<file path="src/rtl/mult_pkg.sv">
// Shared definitions for the multicycle multiply/divide units.
// Holds the FSM state encoding and the default operand width.
package mult_pkg;

  localparam int MULT_WIDTH = 32;
  localparam int MULT_CNT_W = $clog2(MULT_WIDTH);

  typedef enum logic [1:0] {
    IDLE = 2'd0,
    RUN  = 2'd1,
    DONE = 2'd2
  } mult_state_e;

endpackage

</file>
<file path="src/rtl/booth_step.sv">
// One radix-2 Booth iteration: conditional add/subtract of the multiplicand,
// followed by an arithmetic right shift of {ACC, Q, q_1}.
module booth_step #(
  parameter int WIDTH = 32
) (
  input  logic signed [WIDTH:0]   acc,
  input  logic        [WIDTH-1:0] q,
  input  logic                    q_1,
  input  logic signed [WIDTH-1:0] m,
  output logic signed [WIDTH:0]   acc_nxt,
  output logic        [WIDTH-1:0] q_nxt,
  output logic                    q_1_nxt
);

  logic signed [WIDTH:0] m_ext;
  logic signed [WIDTH:0] sum;

  assign m_ext = {m[WIDTH-1], m};

  always_comb begin
    sum = acc;
    case ({q[0], q_1})
      2'b01:   sum = acc + m_ext;
      2'b10:   sum = acc - m_ext;
      default: sum = acc;
    endcase
    // ACC sign bit is replicated; the bit shifted out of ACC enters Q.
    acc_nxt = {sum[WIDTH], sum[WIDTH:1]};
    q_nxt   = {sum[0], q[WIDTH-1:1]};
    q_1_nxt = q[0];
  end

endmodule

</file>
<file path="src/rtl/booth_mult.sv">
// Multicycle signed multiplier (radix-2 Booth, one step per clock).
// Launches on mult_control in IDLE, pulses mult_end when hi_out/lo_out update.
module booth_mult
  import mult_pkg::*;
#(
  parameter int WIDTH = MULT_WIDTH
) (
  input  logic             clk,
  input  logic             reset_in,
  input  logic             mult_control,
  input  logic [WIDTH-1:0] a_in,
  input  logic [WIDTH-1:0] b_in,
  output logic [WIDTH-1:0] hi_out,
  output logic [WIDTH-1:0] lo_out,
  output logic             mult_end,
  output logic             busy
);

  localparam int CNT_W = $clog2(WIDTH);
  localparam logic [CNT_W-1:0] LAST_STEP = CNT_W'(WIDTH - 1);

  mult_state_e state, state_nxt;

  logic signed [WIDTH:0]   acc;
  logic        [WIDTH-1:0] q;
  logic                    q_1;
  logic signed [WIDTH-1:0] m;
  logic        [CNT_W-1:0] cnt;

  logic signed [WIDTH:0]   acc_nxt;
  logic        [WIDTH-1:0] q_nxt;
  logic                    q_1_nxt;
  logic                    last_step;

  booth_step #(.WIDTH(WIDTH)) u_step (
    .acc     (acc),
    .q       (q),
    .q_1     (q_1),
    .m       (m),
    .acc_nxt (acc_nxt),
    .q_nxt   (q_nxt),
    .q_1_nxt (q_1_nxt)
  );

  assign last_step = (cnt == LAST_STEP);

  always_ff @(posedge clk or negedge reset_in) begin
    if (!reset_in) state <= IDLE;
    else           state <= state_nxt;
  end

  always_comb begin
    state_nxt = state;
    case (state)
      IDLE:    if (mult_control) state_nxt = RUN;
      RUN:     if (last_step)    state_nxt = DONE;
      DONE:    state_nxt = IDLE;
      default: state_nxt = IDLE;
    endcase
  end

  // Status comes straight from the state register: no input-to-output path.
  assign mult_end = (state == DONE);
  assign busy     = (state != IDLE);

  always_ff @(posedge clk or negedge reset_in) begin
    if (!reset_in) begin
      acc    <= '0;
      q      <= '0;
      q_1    <= 1'b0;
      m      <= '0;
      cnt    <= '0;
      hi_out <= '0;
      lo_out <= '0;
    end else begin
      case (state)
        IDLE: begin
          if (mult_control) begin
            m   <= a_in;
            acc <= '0;
            q   <= b_in;
            q_1 <= 1'b0;
            cnt <= '0;
          end
        end
        RUN: begin
          acc <= acc_nxt;
          q   <= q_nxt;
          q_1 <= q_1_nxt;
          cnt <= cnt + 1'b1;
          if (last_step) begin
            hi_out <= acc_nxt[WIDTH-1:0];
            lo_out <= q_nxt;
          end
        end
        default: ;
      endcase
    end
  end

endmodule

</file>
<file path="config.mk">
export PLATFORM = sky130hd
export DESIGN_NAME = booth_mult
export DESIGN_NICKNAME = d
export VERILOG_FILES = /design/src/rtl/mult_pkg.sv /design/src/rtl/booth_step.sv /design/src/rtl/booth_mult.sv
export SDC_FILE = /design/constraint.sdc
export NUM_CORES = 1
export LEC_CHECK = 0
export CAP_MARGIN = 20
export CORE_ASPECT_RATIO = 0.5
export CORE_MARGIN = 2
export CORE_UTILIZATION = 24
export DETAILED_ROUTE_END_ITERATION = 16
export GPL_TIMING_DRIVEN = 1
export PLACE_DENSITY_LB_ADDON = 0.25
export RECOVER_POWER = 50
export SLEW_MARGIN = 5
export SYNTH_ARGS = -nofsm -noshare
export SYNTH_HDL_FRONTEND = slang
export SYNTH_SLANG_ARGS = --single-unit
</file>
<file path="constraint.sdc">
create_clock -name clk -period 6 [get_ports clk]
set_input_delay 1.2 -clock clk [delete_from_list [all_inputs] [get_ports clk]]
set_output_delay 1.2 -clock clk [all_outputs]
set_load 0.005 [all_outputs]
</file>
---- Word-level counts from Yosys, hierarchy flattened ----
Cells that the tools add are included.
cells by class
  add/sub/neg operators ................... 3
  $mul .................................... 0
  div/mod/pow operators ................... 0
  $lt $le $gt $ge ......................... 0
  equality and inequality tests ........... 7
  shift operators ......................... 0
  muxes and demuxes ....................... 12
  bitwise operators ....................... 0
  reductions and logical operators ........ 7
operators by type and width
  operator                                       number
  one-hot mux 33 bit (2 select lines)            2
  one-hot mux 32 bit (2 select lines)            1
  adder 33 x 32 -> 33 bit                        1
  two-way mux 33 bit                             1
  subtractor 33 x 32 -> 33 bit                   1
  two-way mux 32 bit                             1
  one-hot mux 5 bit (2 select lines)             1
  AND reduction 2 bit                            4
  adder 5 x 1 -> 5 bit, second input constant    1
  == test 5 bit, second input constant           1
  two-way mux 5 bit                              1
  == test 2 x 1 -> 1 bit, second input constant  2
  == test 2 bit, second input constant           2
  two-way mux 2 bit                              2
  != test 2 bit, second input constant           2
  one-hot mux 2 bit (2 select lines)             1
  nonzero test 2 bit                             2
  zero test 2 bit                                1
  one-hot mux 1 bit (2 select lines)             1
  two-way mux 1 bit                              1
storage, ports and cells
  flip-flop bits (word level) ............. 169
  bits in latches ......................... 0
  RAM bits ................................ 0
  memory bits (read-only) ................. 0
  output and inout bits ................... 66
  logic and storage cells ................. 37
  memories kept ........................... 0

---- Logic depth before layout (Yosys ltp) ----
  depth in word-level cells ............... 3
  depth in mapped cells ................... 20

---- Hierarchy ----
From an unflattened synthesis, not the netlist that was laid out.
unflattened totals
  cell total of the unflattened synthesis .. 1056
  area, all modules ....................... 9785.6 um2
by module, submodules not included
  module      instances  cells each  area each (um2)  seq. area each (um2)
  booth_mult  1          596         6791.5           4229.1
  booth_step  1          460         2994.1           0.0

---- Worst setup path after synthesis ----
No wires, ideal clock.
  path kind ............................... register to register
  start point ............................. register m[4]
  end point ............................... register hi_out[31]
  library setup time ...................... 130 ps
  data arrival time ....................... 3800 ps
  required time ........................... 5870 ps
  path slack .............................. 2070 ps
  stages on the path, launching flop included .. 21
  buffers on the path ..................... 1
  period minus slack after synthesis ...... 3930 ps
  path through ............................ dfrtp_1 > nor3_1 > nand2_1 > nor3b_2 > and2_1 > nor4b_1 > nand2_1 > nor2_1 > a21oi_1 > xnor2_1 > ha_1 > clkbuf_1 > a21o_1 > a21o_1 > a21oi_1 > nor2_1 > a21oi_1 > a211o_1 > nand3_2 > xnor2_1 > o21ai_1
on the way
  word-level cells in the longest chain between the ends .. 2
  elaborated cells between the ends (all ways) .. 3
  those cells by class .................... 2 x add/sub; 1 x mux
ends and longest elaborated chain
  element                                                                         RTL line                            source
  start: declaration                                                              booth_mult.sv:27                    logic signed [WIDTH-1:0] m;
  start signal: assignment                                                        booth_mult.sv:79                    m <= a_in;
  subtractor 33 x 32 -> 33 bit / adder 33 x 32 -> 33 bit (equally long branches)  booth_step.sv:24, booth_step.sv:23
  one-hot mux 33 bit (2 select lines) *                                           booth_step.sv:22                    case ({q[0], q_1})
  end signal: assignment                                                          booth_mult.sv:92                    hi_out <= acc_nxt[WIDTH-1:0];
  end: declaration                                                                booth_mult.sv:13                    output logic [WIDTH-1:0] hi_out,
Every way passes the cells marked *; elsewhere a longest branch is shown, timed or not.
A chain may end at the register's enable or synchronous reset.

---- Worst setup path in the final report ----
  start point ............................. register m[7]
  end point ............................... register hi_out[31]
Same word-level chain as after synthesis.

==> metrics <==
Clock Skew=0.0109 ns; share of cells above drive strength 1=0.0458; num ports=roughly 130; cts bufs inserted=17; # clock sinks=168; largest net degree at the start of global routing=99; Die Y=~140 um; top cells by area, synth=dfrtp_1, nand2_1, nor2_1, ha_1, o21ai_0; final setup vio count=0; RSZ-0062 raised after global routing=false; core area=roughly 0.037 mm2; die area=around 0.040 mm2; initial antenna violation count=1; final instance area=0.0115 mm2; Reg clk slew, reported paths=approximately 0.070 ns; syn_area_per_cell=8.40 um2; post-cts resize count=0; Startpoint Class=register; placed cells=1663; Worst Hold End=hi_out[15]; syn_nets=~1200; fin cells=about 1700; CP Class=reg2reg; post-route ant nets=0; Syn Inst Count=about 1100; Initial DRC Count=446; top-area cell type share of the netlist area=0.459; Rel. slew slack=-0.658; PortBufs=roughly 130; fmax=0.216 GHz; antenna fix cells=0; final WL=between 20000 and 30000 um; CTS H-tree lvls=4; R2R Setup Slk=1.38 ns; starting density of the core=0.244; Max Root-Sink Buffers=2; Worst-Skew Late Latency=about 0.44 ns; start of the worst register-to-register path=m[7]; min-delay src=hi_out[15]; Final Max Tran Viols=approximately 220; via/cell ratio=4.68; register area share after synthesis=0.459; TritonCTS clock tree=done; fill count=between 3000 and 4000; DP HPWL=18700 um; post-synthesis cell area=between 0.009 and 0.01 mm2; synthesized flop and latch total=between 150 and 200; Distinct cells, synth=58; HP Class=reg2reg; CTS Hold Buffers Added=0; WL per Instance=~15 um; vias in the first global route=roughly 7800; Reg2Reg Depth=18; post-layout min period=between 4 and 5 ns; detailed-route DRC error count=0; number of synthesized flops with an enable pin=0; gr usage total=0.134; P&R area growth vs syn=25.6%; first-pass GRT wire length=41900 um; Pre-Repair DR Iteration Count=5; Synth area leader=dfrtp_1; Die W=about 280 um; clk root buf=clkbuf_16; fin crit share=0.770; Hold WS=between 0.4 and 0.5 ns; Power Density=slightly above 700 mW/mm2; setup tns final=0 ns; Worst Path Arrival=slightly below 5 ns; GRT Residual Overflow=0; final hold violations=0; most frequent cells in the layout=nand2_1, dfrtp_1, clkdlybuf4s50_1; Async SR Flop Fraction=1.00; Worst Setup End Kind=register; Crit Path Max Fanout=7; hold path depth=2; Leakage=between 5 and 6 nW; Ys Warns=0; Worst EP required=6.30 ns; placed cell areas=about 0.011 mm2; slew at the pin closest to its max-slew limit=about 2.5 ns; status=finished, violations left; Final Util=0.307; # nets final=about 1300; max-cap check violation count=4; commonest non-fill, non-tap cell in the layout=nand2_1; vias after detailed routing=around 7900; Final Wtd Congestion=between 0.8 and 0.9; Placement Rows=50; Post-CTS Setup Inserts=0; Post-synth top flop=dfrtp_1; R2R Path End=hi_out[31]; failing checks=max-capacitance violations, max-slew violations; worst vdd ir=~0.28 mV
## through the flow
stage	setup WS [ns]	total power (W)
5_1_grt	0.684	0.00906
3_5_place_dp	1.47	0.00723
2_1_floorplan	2.07	0.00572
3_3_place_gp	1.56	0.00716
6_report	1.38	0.00826
4_1_cts	1.45	0.00836
## critical path: stages, from the launching register on
cell and delay [ns]:
dfrtp_1 0.42, nor3_1 0.41, nor3b_2 0.29, and2_1 0.25, nor4b_1 0.58, nand2_1 0.12
nor2_1 0.28, a21oi_1 0.13, xnor2_1 0.16, ha_1 0.37, a21o_1 0.21, a21o_1 0.17
a21oi_1 0.28, nor2_1 0.07, a21oi_1 0.22, a211o_1 0.20, nand3_2 0.10, xnor2_1 0.16
o21ai_1 0.07
## worst max path at each step
stage	endpoint	startpoint	cells after the start
2_1_floorplan	hi_out[31]	m[4]	20
3_3_place_gp	hi_out[31]	m[4]	19
3_5_place_dp	hi_out[31]	m[7]	18
4_1_cts	hi_out[31]	m[7]	18
5_1_grt	m[30]	reset_in	2
6_report	hi_out[31]	m[7]	18
## sequential cells by signal, summed over array words and instances (netlist names)
register and cells:
q_1 1, hi_out 32, q 32, lo_out 32
cnt 5, acc 32, m 32, state 2
## cells by family after synthesis
family	synth area share
AO/OA/AOI/OAI	0.170
XOR/XNOR	0.0545
adder cells (fa/ha/maj)	0.0514
buffers and inverters	0.0354
flip-flops	0.459
multiplexers	0.0101
AND/OR/NAND/NOR	0.220
## metal layers
| layer | global-route usage | vias up | share of wire |
|---|---|---|---|
| li1 | - | 3931 | - |
| met1 | 0.161 | 3838 | 0.43 |
| met2 | 0.238 | 133 | 0.52 |
| met3 | 0.0287 | 24 | 0.032 |
| met4 | 0.0439 | 2 | 0.013 |
| met5 | 0 | - | 0.00050 |
## Yosys cell counts, types with 2 or more instances
master / n
o22a_1: 2
a41oi_1: 2
o31a_1: 3
a21oi_1: 62
o21ai_1: 3
and2_1: 3
nor3_1: 18
a31oi_1: 12
buf_1: 6
or4b_1: 2
nand3_1: 37
o22ai_1: 31
clkbuf_1: 54
nand4_1: 9
mux2i_1: 7
mux2_2: 2
o31ai_1: 9
or2_2: 2
o21a_1: 3
xnor2_1: 35
a21o_1: 17
o211ai_1: 6
inv_1: 25
nand3b_1: 2
nor4_1: 3
and3_1: 5
a211oi_1: 5
o21bai_1: 2
a211o_1: 2
nor2b_1: 6
nand2_1: 253
nand2b_1: 5
nor2_1: 121
ha_1: 36
dfrtp_1: 168
o21ai_0: 88
xor2_1: 22
a311oi_1: 2
## where the power goes
part	total, W	switching (W)	internal [W]	leakage [nW]
Combinational	0.00513	0.00302	0.00212	2.70
Sequential	0.00206	0.000430	0.00163	2.10
Clock	0.00107	0.000515	0.000553	0.276
## area by class of cell
type                       count  area (um2)  share of cell area
multi-input combinational    836        4650               0.404
sequential                   168        4200               0.365
timing repair buffer         141        1390               0.121
tap                          494         618              0.0537
clock buffer                  18         439              0.0382
clock inverter                13         111             0.00968
inverter                      25        93.8             0.00815
No activity file was read; power rests on OpenSTA's default activity.
